[config.mk]
export PLATFORM = sky130hd
export DESIGN_NAME = ramen_order_dispatcher_flat
export DESIGN_NICKNAME = d
export VERILOG_FILES = /design/src/rtl/ramen_order_dispatcher_if.sv /design/src/rtl/ramen_order_dispatcher.sv /design/src/flat_wrapper.sv
export SDC_FILE = /design/constraint.sdc
export NUM_CORES = 1
export LEC_CHECK = 0
export CORE_MARGIN = 1.5
export CORE_UTILIZATION = 50
export DETAILED_ROUTE_END_ITERATION = 12
export GPL_TIMING_DRIVEN = 0
export PLACE_DENSITY = 0.71
export SETUP_SLACK_MARGIN = 0.02
export SLEW_MARGIN = 20
export SYNTH_ARGS = -nofsm -noshare
export SYNTH_HDL_FRONTEND = slang
export SYNTH_SLANG_ARGS = --single-unit
[constraint.sdc]
create_clock -name clk -period 8.4 [get_ports clk]
set_input_delay 0.84 -clock clk [delete_from_list [all_inputs] [get_ports clk]]
set_output_delay 0.84 -clock clk [all_outputs]
set_load 0.01 [all_outputs]
[src/rtl/ramen_order_dispatcher_if.sv]
// Shop-side order bus between the customer dispatcher (master) and the ramen shop (slave).
interface ramen_order_dispatcher_if;
  logic        selling;
  logic        in_valid;
  logic [1:0]  ramen_type;
  logic        portion;
  logic        out_valid_order;
  logic        success;
  logic        out_valid_tot;
  logic [27:0] sold_num;
  logic [14:0] total_gain;

  modport master (
    output selling, in_valid, ramen_type, portion,
    input  out_valid_order, success, out_valid_tot, sold_num, total_gain
  );

  modport slave (
    input  selling, in_valid, ramen_type, portion,
    output out_valid_order, success, out_valid_tot, sold_num, total_gain
  );
endinterface

[src/rtl/ramen_order_dispatcher.sv]
// Customer-side ramen order dispatcher: buffers upstream orders, frames sessions with
// selling, issues two-beat orders, tallies verdicts and cross-checks the shop totals.
module ramen_order_dispatcher #(
  parameter int unsigned FIFO_DEPTH = 4,
  parameter int unsigned TIMEOUT    = 15
) (
  input  logic       clk,
  input  logic       rst_n,
  input  logic       ord_valid,
  output logic       ord_ready,
  input  logic [1:0] ord_type,
  input  logic       ord_portion,
  input  logic       ord_last,
  ramen_order_dispatcher_if.master shop,
  output logic       rpt_valid,
  output logic [7:0] rpt_ok_cnt,
  output logic [7:0] rpt_fail_cnt,
  output logic       rpt_mismatch,
  output logic       rpt_timeout
);

  localparam int unsigned AW = (FIFO_DEPTH > 1) ? $clog2(FIFO_DEPTH) : 1;
  localparam int unsigned TW = $clog2(TIMEOUT + 1);

  typedef enum logic [3:0] {
    IDLE, OPEN, BEAT1, BEAT2, WAIT_RESP, GAP, CLOSE, WAIT_TOT, REPORT
  } state_e;

  state_e state_q, state_d;

  // Order FIFO: entry = {type, portion, last}
  logic [3:0]    mem_q [FIFO_DEPTH];
  logic [AW-1:0] wr_q, rd_q;
  logic [AW:0]   cnt_q;
  logic          push, pop, fifo_empty;
  logic [3:0]    head;

  assign ord_ready  = (cnt_q != (AW+1)'(FIFO_DEPTH));
  assign push       = ord_valid && ord_ready;
  assign pop        = (state_q == BEAT2);
  assign fifo_empty = (cnt_q == '0);
  assign head       = mem_q[rd_q];

  // FIFO storage write
  always_ff @(posedge clk) begin
    if (push) mem_q[wr_q] <= {ord_type, ord_portion, ord_last};
  end

  // FIFO pointers and occupancy
  always_ff @(posedge clk or negedge rst_n) begin
    if (!rst_n) begin
      wr_q  <= '0;
      rd_q  <= '0;
      cnt_q <= '0;
    end else begin
      if (push) wr_q <= wr_q + AW'(1);
      if (pop)  rd_q <= rd_q + AW'(1);
      case ({push, pop})
        2'b10:   cnt_q <= cnt_q + (AW+1)'(1);
        2'b01:   cnt_q <= cnt_q - (AW+1)'(1);
        default: cnt_q <= cnt_q;
      endcase
    end
  end

  // Session tallies and wait timer
  logic [6:0]    type_cnt_q [4];
  logic [7:0]    ok_q, fail_q;
  logic          to_q, last_q;
  logic [1:0]    type_q;
  logic [TW-1:0] tmr_q;
  logic          tmo, resp, resp_tmo, tot, tot_tmo;

  assign tmo      = (tmr_q == TW'(TIMEOUT - 1));
  assign resp     = (state_q == WAIT_RESP) && shop.out_valid_order;
  assign resp_tmo = (state_q == WAIT_RESP) && !shop.out_valid_order && tmo;
  assign tot      = (state_q == WAIT_TOT) && shop.out_valid_tot;
  assign tot_tmo  = (state_q == WAIT_TOT) && !shop.out_valid_tot && tmo;

  // Expected shop totals from the internal per-type counters
  logic [27:0] exp_sold;
  logic [14:0] exp_gain;
  logic        mm_now;

  assign exp_sold = {type_cnt_q[0], type_cnt_q[1], type_cnt_q[2], type_cnt_q[3]};
  assign exp_gain = 15'(16'd200 * (16'(type_cnt_q[0]) + 16'(type_cnt_q[2]))
                      + 16'd250 * (16'(type_cnt_q[1]) + 16'(type_cnt_q[3])));
  // A missing totals strobe is reported as a mismatch as well
  assign mm_now   = tot ? ((shop.sold_num != exp_sold) || (shop.total_gain != exp_gain)) : 1'b1;

  // State register
  always_ff @(posedge clk or negedge rst_n) begin
    if (!rst_n) state_q <= IDLE;
    else        state_q <= state_d;
  end

  // Next-state logic
  always_comb begin
    state_d = state_q;
    case (state_q)
      IDLE:      if (!fifo_empty) state_d = OPEN;
      OPEN:      state_d = BEAT1;
      BEAT1:     state_d = BEAT2;
      BEAT2:     state_d = WAIT_RESP;
      WAIT_RESP: if (resp || resp_tmo) begin
                   if (last_q)           state_d = CLOSE;
                   else if (!fifo_empty) state_d = BEAT1;
                   else                  state_d = GAP;
                 end
      GAP:       if (!fifo_empty) state_d = BEAT1;
      CLOSE:     state_d = WAIT_TOT;
      WAIT_TOT:  if (tot || tot_tmo) state_d = REPORT;
      REPORT:    state_d = IDLE;
      default:   state_d = IDLE;
    endcase
  end

  // Tally updates, head latching and the response/totals timer
  always_ff @(posedge clk or negedge rst_n) begin
    if (!rst_n) begin
      for (int unsigned i = 0; i < 4; i++) type_cnt_q[i] <= '0;
      ok_q   <= '0;
      fail_q <= '0;
      to_q   <= 1'b0;
      last_q <= 1'b0;
      type_q <= '0;
      tmr_q  <= '0;
    end else begin
      if (state_q == IDLE) begin
        for (int unsigned i = 0; i < 4; i++) type_cnt_q[i] <= '0;
        ok_q   <= '0;
        fail_q <= '0;
        to_q   <= 1'b0;
      end
      if (state_q == BEAT2) begin
        type_q <= head[3:2];
        last_q <= head[0];
      end
      if (resp) begin
        if (shop.success) begin
          if (ok_q != '1) ok_q <= ok_q + 8'd1;
          if (type_cnt_q[type_q] != '1) type_cnt_q[type_q] <= type_cnt_q[type_q] + 7'd1;
        end else if (fail_q != '1) begin
          fail_q <= fail_q + 8'd1;
        end
      end
      if (resp_tmo) begin
        if (fail_q != '1) fail_q <= fail_q + 8'd1;
        to_q <= 1'b1;
      end
      if (tot_tmo) to_q <= 1'b1;
      if ((state_q == WAIT_RESP || state_q == WAIT_TOT) && state_d == state_q)
        tmr_q <= tmr_q + TW'(1);
      else
        tmr_q <= '0;
    end
  end

  // Output decode from the upcoming state so every output is a flop
  logic       selling_d, in_valid_d, portion_d, rpt_valid_d, rpt_mm_d, rpt_to_d;
  logic [1:0] type_d;
  logic [7:0] rpt_ok_d, rpt_fail_d;

  always_comb begin
    selling_d   = 1'b0;
    in_valid_d  = 1'b0;
    type_d      = '0;
    portion_d   = 1'b0;
    rpt_valid_d = 1'b0;
    rpt_ok_d    = '0;
    rpt_fail_d  = '0;
    rpt_mm_d    = 1'b0;
    rpt_to_d    = 1'b0;
    case (state_d)
      OPEN, WAIT_RESP, GAP: selling_d = 1'b1;
      BEAT1: begin
        selling_d  = 1'b1;
        in_valid_d = 1'b1;
        type_d     = head[3:2];
      end
      BEAT2: begin
        selling_d  = 1'b1;
        in_valid_d = 1'b1;
        portion_d  = head[1];
      end
      REPORT: begin
        rpt_valid_d = 1'b1;
        rpt_ok_d    = ok_q;
        rpt_fail_d  = fail_q;
        rpt_mm_d    = mm_now;
        rpt_to_d    = to_q || tot_tmo;
      end
      default: ;
    endcase
  end

  logic       selling_q, in_valid_q, portion_q, rpt_valid_q, rpt_mm_q, rpt_to_q;
  logic [1:0] type_out_q;
  logic [7:0] rpt_ok_q, rpt_fail_q;

  // Output registers
  always_ff @(posedge clk or negedge rst_n) begin
    if (!rst_n) begin
      selling_q   <= 1'b0;
      in_valid_q  <= 1'b0;
      type_out_q  <= '0;
      portion_q   <= 1'b0;
      rpt_valid_q <= 1'b0;
      rpt_ok_q    <= '0;
      rpt_fail_q  <= '0;
      rpt_mm_q    <= 1'b0;
      rpt_to_q    <= 1'b0;
    end else begin
      selling_q   <= selling_d;
      in_valid_q  <= in_valid_d;
      type_out_q  <= type_d;
      portion_q   <= portion_d;
      rpt_valid_q <= rpt_valid_d;
      rpt_ok_q    <= rpt_ok_d;
      rpt_fail_q  <= rpt_fail_d;
      rpt_mm_q    <= rpt_mm_d;
      rpt_to_q    <= rpt_to_d;
    end
  end

  assign shop.selling    = selling_q;
  assign shop.in_valid   = in_valid_q;
  assign shop.ramen_type = type_out_q;
  assign shop.portion    = portion_q;
  assign rpt_valid       = rpt_valid_q;
  assign rpt_ok_cnt      = rpt_ok_q;
  assign rpt_fail_cnt    = rpt_fail_q;
  assign rpt_mismatch    = rpt_mm_q;
  assign rpt_timeout     = rpt_to_q;

endmodule

[src/flat_wrapper.sv]
// flat-port wrapper written by rule: the top's interface ports become plain ports
module ramen_order_dispatcher_flat 
#(
  parameter int unsigned FIFO_DEPTH = 4,
  parameter int unsigned TIMEOUT    = 15
)
  (clk, rst_n, ord_valid, ord_ready, ord_type, ord_portion, ord_last, rpt_valid, rpt_ok_cnt, rpt_fail_cnt, rpt_mismatch, rpt_timeout, shop_selling, shop_in_valid, shop_ramen_type, shop_portion, shop_out_valid_order, shop_success, shop_out_valid_tot, shop_sold_num, shop_total_gain);
  ramen_order_dispatcher_if shop_i ();
  input  logic clk;
  input  logic rst_n;
  input  logic ord_valid;
  output logic ord_ready;
  input  logic [1:0] ord_type;
  input  logic ord_portion;
  input  logic ord_last;
  output logic rpt_valid;
  output logic [7:0] rpt_ok_cnt;
  output logic [7:0] rpt_fail_cnt;
  output logic rpt_mismatch;
  output logic rpt_timeout;
  output wire logic [$bits(shop_i.selling)-1:0] shop_selling;
  output wire logic [$bits(shop_i.in_valid)-1:0] shop_in_valid;
  output wire logic [$bits(shop_i.ramen_type)-1:0] shop_ramen_type;
  output wire logic [$bits(shop_i.portion)-1:0] shop_portion;
  input wire logic [$bits(shop_i.out_valid_order)-1:0] shop_out_valid_order;
  input wire logic [$bits(shop_i.success)-1:0] shop_success;
  input wire logic [$bits(shop_i.out_valid_tot)-1:0] shop_out_valid_tot;
  input wire logic [$bits(shop_i.sold_num)-1:0] shop_sold_num;
  input wire logic [$bits(shop_i.total_gain)-1:0] shop_total_gain;
  assign shop_selling = shop_i.selling;
  assign shop_in_valid = shop_i.in_valid;
  assign shop_ramen_type = shop_i.ramen_type;
  assign shop_portion = shop_i.portion;
  assign shop_i.out_valid_order = shop_out_valid_order;
  assign shop_i.success = shop_success;
  assign shop_i.out_valid_tot = shop_out_valid_tot;
  assign shop_i.sold_num = shop_sold_num;
  assign shop_i.total_gain = shop_total_gain;
  ramen_order_dispatcher #(.FIFO_DEPTH(FIFO_DEPTH), .TIMEOUT(TIMEOUT)) u_core (.clk(clk), .rst_n(rst_n), .ord_valid(ord_valid), .ord_ready(ord_ready), .ord_type(ord_type), .ord_portion(ord_portion), .ord_last(ord_last), .shop(shop_i), .rpt_valid(rpt_valid), .rpt_ok_cnt(rpt_ok_cnt), .rpt_fail_cnt(rpt_fail_cnt), .rpt_mismatch(rpt_mismatch), .rpt_timeout(rpt_timeout));
endmodule
==> run metrics, run 1 <==
area share of fa/ha/maj cells after synthesis=0.214; RSZ-0062 raised after global routing=false; CP endpoint kind=register; Initial Util=0.517; most common cell after layout, fill and taps aside=ha_1; worst path cell trace=ha_1 -> fa_1 -> xor2_1 -> fa_1 -> fa_1 -> inv_1 -> fa_1 -> fa_1 -> inv_1 -> ha_1 -> inv_1 -> o21bai_1 -> a21oi_1 -> o21ai_0 -> or4_1 -> nand3_1 -> ha_1 -> xor2_1 -> a21o_1 -> nand2_1 -> a2111oi_0 -> o311a_1 -> and4_1 -> a31oi_1; DIE AREA=0.0166 mm²; initial antenna violation count=0; Worst path slowest cell=xor2_1; FP Rows=45; number of buffers and inverters on the critical path=3; vias in the first global route=5721; Worst-Skew Late Latency=340 ps; Clock Skew=7.16 ps; flip-flop and latch count after synthesis=103; Final nets=1042; multi-input logic area=0.00488 mm²; post-CTS sizing=0; setup violators final=0; syn nets=953; WL/cell=15.8 µm; Leak=0.00449 µW; area of the core=0.0153 mm²; # IOs=78; Max FO, Critical Path=7; DR vias=5824; most frequent cells in the layout=94 x ha_1, 87 x dfrtp_1, 78 x inv_1; number of flops mapped to enable cells by yosys=16; met3 Use GR=0.0287; chip width=129 µm; Post-Synth XOR/XNOR Area=0.111; Clock Sink Count=103; total power draw=1720 µW; ant diodes=0; DRT iter0 DRCs=343; Final period util=0.873; worst reg2reg setup slack=1070 ps; maximum VDD drop=164 µV; Yosys cell types=59; worst slew pin tran=919 ps; Mapped Cells=780; M1 GR Usage=0.281; DR pass1 iterations=5; fin crit period=7330 ps; Final Hold Vio Count=0; GR peak layer=met2; CTS clk-pin slew, worst paths=70 ps; share of cells above drive strength 1=0.0618; Top Family by Delay on Critical Path=adder cells; status=complete, no violations; post-synthesis sequential area ratio=0.335; All-Layer GR Usage=0.215; Worst Path Required=8620 ps; Syn Std Cell Area=0.00792 mm²; asr flop ratio synth=0.845; most used cell, CP=fa_1; crit path DAT=7550 ps; grt met2 use=0.382; main combinational cell family by area after synthesis=adder cells; Die Height=129 µm; Setup Buffers After CTS=0; setup TNS=0 ps; global-route wire length before repair=27800 µm; Setup Crit Path Kind=reg2reg; Sequential Area=0.00266 mm²; Setup crit start kind=register; Peak Freq=136 MHz; CTS Buf Count=9; # DRC=0; Mean Syn Cell Area=10.2 µm²; via density per instance=5.37; Clock Tree Buf Depth=2; Most used DFF post-synth=dfrtp_1; Routed WL=17100 µm; IO Port Bufs=77; pwr dens=185 mW/mm²; Synth Area in Simple Gates=0.138; max-cap viol count=0; Synthesis Warnings=0; Slew HR=0.383; htree depth=3; CTS root buffer=clkbuf_16; largest net degree at the start of global routing=50; CTS tree=done; Hold Path Class=in2async; Area Growth Syn to Fin=17.2%; Worst path max stage delay=610 ps; hpwl dp=13600 µm; final core utilization=0.606; Slew Viols, Final=0; RePlAce Congestion=0.866; Layout fillers=1297; DRT antenna net count=0; grt ovf=0; post-synthesis mux area share=0.0497; Hold Buf Count CTS=0; post-synthesis compound-gate area fraction=0.104
## final timing paths
path | startpoint | to | cells after the start
worst max-delay path | u_core.exp_sold[0]$_DFF_PN0_ | u_core.rpt_mismatch$_DFF_PN0_ | 24
worst min-delay path | rst_n | u_core.rpt_mismatch$_DFF_PN0_ | 1
worst max register to register | u_core.exp_sold[0]$_DFF_PN0_ | u_core.rpt_mismatch$_DFF_PN0_ | 24
worst min register to register | u_core.tmr_q[0]$_DFF_PN0_ | u_core.tmr_q[0]$_DFF_PN0_ | 1
max in group asynchronous | rst_n | u_core.rd_q[0]$_DFFE_PN0P_ | 2
min in group clk | u_core.tmr_q[0]$_DFF_PN0_ | u_core.tmr_q[0]$_DFF_PN0_ | 1
## synth_stat cells, types with 2 or more instances
cell type / n / area share
nor3_1: 10 / 0.0063
nand2_1: 41 / 0.019
mux2_2: 5 / 0.0071
and2_1: 21 / 0.017
mux2i_1: 9 / 0.011
buf_6: 3 / 0.0043
nand3b_1: 2 / 0.0019
nor2_1: 32 / 0.015
o21bai_1: 8 / 0.0076
a31o_2: 3 / 0.0033
nand3_1: 36 / 0.023
a2111oi_0: 4 / 0.0044
edfxtp_1: 16 / 0.061
fa_1: 26 / 0.066
nand2b_1: 8 / 0.0063
dfrtp_1: 87 / 0.27
a21oi_1: 33 / 0.021
nor2b_1: 2 / 0.0016
xor2_1: 51 / 0.056
or3_1: 4 / 0.0032
ha_1: 94 / 0.15
a22o_1: 2 / 0.0022
nand4_1: 5 / 0.0039
buf_1: 2 / 0.00095
mux4_2: 11 / 0.031
o21ai_1: 15 / 0.0095
o41ai_1: 2 / 0.0022
inv_1: 78 / 0.037
a31oi_1: 4 / 0.0032
and4_1: 2 / 0.0022
o21ai_0: 38 / 0.024
xnor2_1: 49 / 0.054
clkbuf_1: 5 / 0.0024
buf_2: 5 / 0.0032
a21o_1: 15 / 0.014
nand4b_1: 2 / 0.0022
nor4_1: 11 / 0.0087
nor3b_1: 2 / 0.0019
and3_1: 16 / 0.013
or4_1: 2 / 0.0019
## power by group
part | total (µW) | internal (µW) | switching, µW
logic | 655 | 291 | 364
clock network | 423 | 235 | 188
registers | 638 | 582 | 55.4
## kinds of logic (layout without fill, tap and decap cells)
| kind of cell | count (synthesis) | after routing |
|---|---|---|
| AND/OR/NAND/NOR | 204 | 204 |
| AO/OA/AOI/OAI | 134 | 134 |
| adder cells (fa/ha/maj) | 120 | 120 |
| flip-flops | 103 | 103 |
| XOR/XNOR | 100 | 100 |
| buffers and inverters | 94 | 188 |
| multiplexers | 25 | 25 |
## sequential cells by signal, indices dropped and copies added (netlist names), 3 cells and up
register / count
u_core.mem_q: 16
u_core.ok_q: 8
u_core.rpt_fail_cnt: 8
u_core.cnt_q: 3
u_core.fail_q: 8
u_core.exp_sold: 28
u_core.rpt_ok_cnt: 8
u_core.state_q: 4
u_core.tmr_q: 4
## metal layers
layer / part of all wire / vias up
li1: - / 2892
met1: 0.46 / 2790
met2: 0.49 / 125
met3: 0.039 / 17
met4: 0.013 / 0
met5: 0 / -
## metrics by stage
stage | instances | hold WS, ps | setup slack [ps] | instance area, µm²
after floorplan | 780 | 455 | 1820 | 7920
after global placement | 1068 | 478 | 1140 | 8960
after detailed placement | 1069 | 484 | 1140 | 8980
after CTS | 1085 | 481 | 1110 | 9290
after global routing | 1085 | 514 | 600 | 9290
final | 1085 | 473 | 1070 | 9290
## area by class of cell
type / instances / share of cell area
inverter: 78 / 0.0315
timing repair buffer: 78 / 0.0857
buffer: 16 / 0.00997
tap: 211 / 0.0284
clock inverter: 7 / 0.00849
multi-input combinational: 583 / 0.525
sequential: 103 / 0.286
clock buffer: 9 / 0.0243
(Power assumes the default switching activity.)
==> run 2, diff against run 1 <==
- ABC_AREA: unset -> 1
==> run metrics, run 2 <==
RSZ-0062 raised after global routing=false; Worst path max stage delay=530 ps; max reg flops=28; Setup Crit Path Kind=reg2reg; dominant cells by area after synthesis=dfrtp_1 26%, ha_1 14%, nand2_1 10%, inv_1 8.8%, fa_1 6.1%; CTS root buffer=clkbuf_16; most frequent cells after synthesis=236 x nand2_1, 200 x inv_1, 109 x nor2_1; most frequent cell after synthesis=nand2_1; share of the synthesized area in the top cell type=0.257; Area Growth Syn to Fin=16.1%; Layout fillers=1511; CTS clk-pin slew, worst paths=70 ps; CTS tree=done; via density per instance=4.98; area of the core=0.0166 mm²; Most used DFF post-synth=dfrtp_1; WL/cell=13.7 µm; All-Layer GR Usage=0.225; Worst Path Required=8620 ps; number of flops mapped to enable cells by yosys=16; crit path DAT=6980 ps; Clock Sink Count=103; DR pass1 iterations=5; setup ws final=1640 ps; grt ovf=0; setup TNS=0 ps; Final nets=1335; Routed WL=19100 µm; DIE AREA=0.0178 mm²; Clock Skew=6.45 ps; Final Hold Vio Count=0; Mapped Cells=1073; vias in the first global route=6754; maximum VDD drop=228 µV; # DRC=0; initial antenna violation count=0; post-synthesis sequential area ratio=0.313; Syn Std Cell Area=0.00848 mm²; final core utilization=0.594; most common cell after layout, fill and taps aside=nand2_1; multi-input logic area=0.00498 mm²; Setup crit start kind=register; Hold Path Class=in2async; Mean Syn Cell Area=7.91 µm²; Initial Util=0.512; # IOs=78; Leak=0.00516 µW; flip-flop and latch count after synthesis=103; most frequent cells in the layout=236 x nand2_1, 200 x inv_1, 109 x nor2_1; pwr dens=181 mW/mm²; htree depth=3; Peak Freq=148 MHz; Setup Buffers After CTS=0; DRT antenna net count=0; worst slew pin tran=584 ps; CTS Buf Count=9; asr flop ratio synth=0.845; Die Height=133 µm; Synthesis Warnings=0; Worst-Skew Late Latency=350 ps; cell taking the most area after synthesis=dfrtp_1; worst reg2reg path startpoint=u_core.exp_sold[16]$_DFF_PN0_; status=complete, no violations; Worst path slowest cell=fa_1; max-cap viol count=0; Final period util=0.805; worst reg2reg setup slack=1640 ps; Slew Viols, Final=0; largest net degree at the start of global routing=50; setup violators final=0; DRT iter0 DRCs=317; Max FO, Critical Path=5; Slew HR=0.601; IO Port Bufs=77; syn nets=1246; post-CTS sizing=0; hpwl dp=15400 µm; r2r worst-path depth=28; share of cells above drive strength 1=0.0548; fin crit period=6760 ps; global-route wire length before repair=32100 µm; DR vias=6903; chip width=133 µm; Yosys cell types=48; ant diodes=0; CP endpoint kind=register; Clock Tree Buf Depth=2; Sequential Area=0.00266 mm²; FP Rows=47; DP Worst Slack=1680 ps; RePlAce Congestion=0.886; Hold Buf Count CTS=0; R2R Path End=u_core.rpt_mismatch$_DFF_PN0_
==> run 2: cell types whose count changed in the layout (fill, tap and decap cells not counted), sizes merged, moves of 10 or more <==
cell / previous run / this run
a21o: 15 / 4
and2: 23 / 0
nand2: 42 / 240
mux4: 11 / 0
o21ai: 53 / 70
xor2: 51 / 40
nor2: 33 / 114
and3: 16 / 1
o22ai: 1 / 11
inv: 81 / 207
xnor2: 49 / 31
==> run 2: cell type report <==
class                      count  area share
buffer                        11     0.00801
tap                          220      0.0280
inverter                     205      0.0782
clock inverter                 6     0.00534
clock buffer                  10      0.0243
sequential                   103       0.270
multi-input combinational    754       0.506
timing repair buffer          78      0.0808
==> run 2: worst max path at each step <==
stage,start,to,slack (ps),cells past startpoint
final,u_core.exp_sold[16]$_DFF_PN0_,u_core.rpt_mismatch$_DFF_PN0_,1640,28
after global routing,u_core.exp_sold[16]$_DFF_PN0_,u_core.rpt_mismatch$_DFF_PN0_,1130,28
after CTS,u_core.exp_sold[2]$_DFF_PN0_,u_core.rpt_mismatch$_DFF_PN0_,1650,28
after detailed placement,u_core.exp_sold[16]$_DFF_PN0_,u_core.rpt_mismatch$_DFF_PN0_,1680,28
after global placement,u_core.exp_sold[0]$_DFF_PN0_,u_core.rpt_mismatch$_DFF_PN0_,1710,31
after floorplan,u_core.exp_sold[0]$_DFF_PN0_,u_core.rpt_mismatch$_DFF_PN0_,2500,31
==> run 2: cell families after synthesis <==
family / synth area share
AND/OR/NAND/NOR: 0.205
buffers and inverters: 0.100
AO/OA/AOI/OAI: 0.108
adder cells (fa/ha/maj): 0.200
flip-flops: 0.313
XOR/XNOR: 0.0733
==> run 2: stage by stage <==
| stage | total power (µW) | cell area (µm²) | hold slack (ps) | instances |
|---|---|---|---|---|
| after detailed placement | 1380 | 9550 | 485 | 1371 |
| after global routing | 1930 | 9850 | 492 | 1387 |
| final | 1780 | 9850 | 459 | 1387 |
| after global placement | 1370 | 9530 | 480 | 1370 |
| after floorplan | 1160 | 8480 | 453 | 1073 |
| after CTS | 1800 | 9850 | 470 | 1387 |
==> run 2: power by group <==
group | switching, µW | total (µW) | internal (µW)
clock | 191 | 404 | 214
combinational | 467 | 738 | 270
sequential | 54.5 | 643 | 588
total | 713 | 1780 | 1070
==> run 2: worst max-delay path, delay by kind of cell (launching register included) <==
family	cells	cell delay, ps
xor+xnor	3	1000
buf+inv	3	310
fa+ha+maj	7	2960
simple gates	10	1110
compound gates	5	810
flops	1	460
==> run 2: routing by layer <==
| layer | global-route usage | vias up | routed length [µm] |
|---|---|---|---|
| li1 | - | 3592 | - |
| met1 | 0.291 | 3157 | 8460 |
| met4 | 0.0688 | 0 | 375 |
| met5 | 0 | - | 0 |
| met3 | 0.0232 | 25 | 775 |
| met2 | 0.398 | 129 | 9450 |
==> run 3, diff against run 2 <==
- clock period: 8.4 -> 6.7 ns (I/O delays scaled with it)
==> run metrics, run 3 (synthesized netlist as in run 2, its figures left out) <==
Met3 Wirelength=673 µm; Final period util=0.950; P_sw=897 µW; CTS clk-pin slew, worst paths=70 ps; initial antenna violation count=0; Worst path max stage delay=520 ps; Switching Share=0.400; Reg power frac=0.359; max reg flops=28; Slew HR=0.601; metal1 wirelength=8720 µm; via density per instance=4.98; Logic pwr share=0.415; share of cells above drive strength 1=0.0864; global-route wire length before repair=32100 µm; Worst Path Required=6920 ps; cell internal pwr=1350 µW; maximum VDD drop=287 µV; CP endpoint kind=register; Clock Skew=6.46 ps; # IOs=78; Worst-Skew Late Latency=350 ps; total power draw=2240 µW; worst slew pin tran=584 ps; CTS tree=done; Max FO, Critical Path=5; DRT iter0 DRCs=336; pwr dens=221 mW/mm²; Area Growth Syn to Fin=19.4%; DR vias=6973; Top Family by Delay on Critical Path=adder cells; grt ovf=0; IO Port Bufs=77; DR WL met2=9670 µm; multi-input logic area=0.00515 mm²; setup ws final=334 ps; number of buffers and inverters on the critical path=3; hpwl dp=15400 µm; DIE AREA=0.0178 mm²; # DRC=0; Sequential Area=0.00266 mm²; DR pass1 iterations=6; DRT antenna net count=0; Clock power frac=0.226; most frequent cells in the layout=235 x nand2_1, 199 x inv_1, 106 x nor2_1; most common cell after layout, fill and taps aside=nand2_1; RePlAce Congestion=0.886; setup violators final=0; DP Worst Slack=-24.8 ps; Final nets=1348; Clock Sink Count=103; max-cap viol count=0; FP Rows=47; largest net degree at the start of global routing=50; CTS Buf Count=9; fin crit period=6370 ps; vias in the first global route=6754; ant diodes=0; crit path DAT=6590 ps; chip width=133 µm; area of the core=0.0166 mm²; status=complete, no violations; Clock Tree Buf Depth=2; Layout fillers=1473; Worst path slowest cell=fa_1; Slew Viols, Final=0; htree depth=3; Setup Crit Path Kind=reg2reg; Setup crit start kind=register; top layer in use=met4; Initial Util=0.512; Routed WL=19400 µm; Die Height=133 µm; Peak Freq=157 MHz; All-Layer GR Usage=0.225; Leak=0.00522 µW; WL/cell=13.9 µm; CTS root buffer=clkbuf_16; Hold Path Class=in2async; Final Hold Vio Count=0
==> run 3: cell count changes in the layout (fill, tap and decap cells not counted), moves of 4 or more <==
cell | before | now
ha_1 | 94 | 88
xor2_1 | 40 | 36
ha_4 | 0 | 5
buf_4 | 2 | 14
==> run 3: layer usage <==
layer	GRT usage	vias to the layer above
met1	0.291	3215
met4	0.0688	0
li1	-	3615
met5	0	-
met2	0.398	118
met3	0.0232	25
==> run 3: worst paths after layout <==
check | startpoint | to | slack (ps) | cells past startpoint
max | u_core.exp_sold[0]$_DFF_PN0_ | u_core.rpt_mismatch$_DFF_PN0_ | 330 | 29
min | rst_n | u_core.rpt_fail_cnt[0]$_DFF_PN0_ | 290 | 1
max reg2reg | u_core.exp_sold[0]$_DFF_PN0_ | u_core.rpt_mismatch$_DFF_PN0_ | 330 | 29
min reg2reg | u_core.cnt_q[0]$_DFFE_PN0P_ | u_core.cnt_q[0]$_DFFE_PN0P_ | 510 | 1
max in group asynchronous | rst_n | u_core.exp_sold[16]$_DFF_PN0_ | 5780 | 2
min in group clk | u_core.cnt_q[0]$_DFFE_PN0P_ | u_core.cnt_q[0]$_DFFE_PN0P_ | 510 | 1
==> run 3: worst register-to-register path, delay by kind of cell, from the launching register on <==
family	cells	cell delay (ps)
AO/OA/AOI/OAI	5	690
XOR/XNOR	3	690
adder cells (fa/ha/maj)	8	3120
buffers and inverters	3	270
flip-flops	1	450
AND/OR/NAND/NOR	10	1040
==> run 3: layout make-up <==
type | instances | area share
clock inverter | 6 | 0.00519
timing repair buffer | 91 | 0.0894
buffer | 11 | 0.00778
inverter | 205 | 0.0759
clock buffer | 10 | 0.0236
sequential | 103 | 0.263
multi-input combinational | 754 | 0.508
tap | 220 | 0.0272
==> run 3: stage by stage <==
| stage | utilization | instance area, µm² | cells | setup TNS [ps] | hold WS (ps) |
|---|---|---|---|---|---|
| CTS | 0.595 | 9870 | 1387 | 0 | 300 |
| global placement | 0.575 | 9530 | 1370 | 0 | 480 |
| finish | 0.611 | 10100 | 1400 | 0 | 288 |
| global route | 0.611 | 10100 | 1400 | -20.9 | 322 |
| floorplan | - | 8480 | 1073 | 0 | 374 |
| detailed placement | 0.576 | 9550 | 1371 | -24.8 | 485 |
==> run 3: timing repair <==
action / CTS / global route
pin swaps: 0 / 10
buffers inserted: 0 / 13
setup endpoints to repair: 1 / 1
resized for setup: 3 / 30
hold buffers: 0 / 0
==> run 3: power by group through the flow <==
stage	Combinational, µW	Clock, µW	Sequential [µW]
3_5_place_dp	920	0	816
5_1_grt	1060	543	818
3_3_place_gp	902	0	814
4_1_cts	931	517	806
2_1_floorplan	643	0	808
6_report	930	507	806
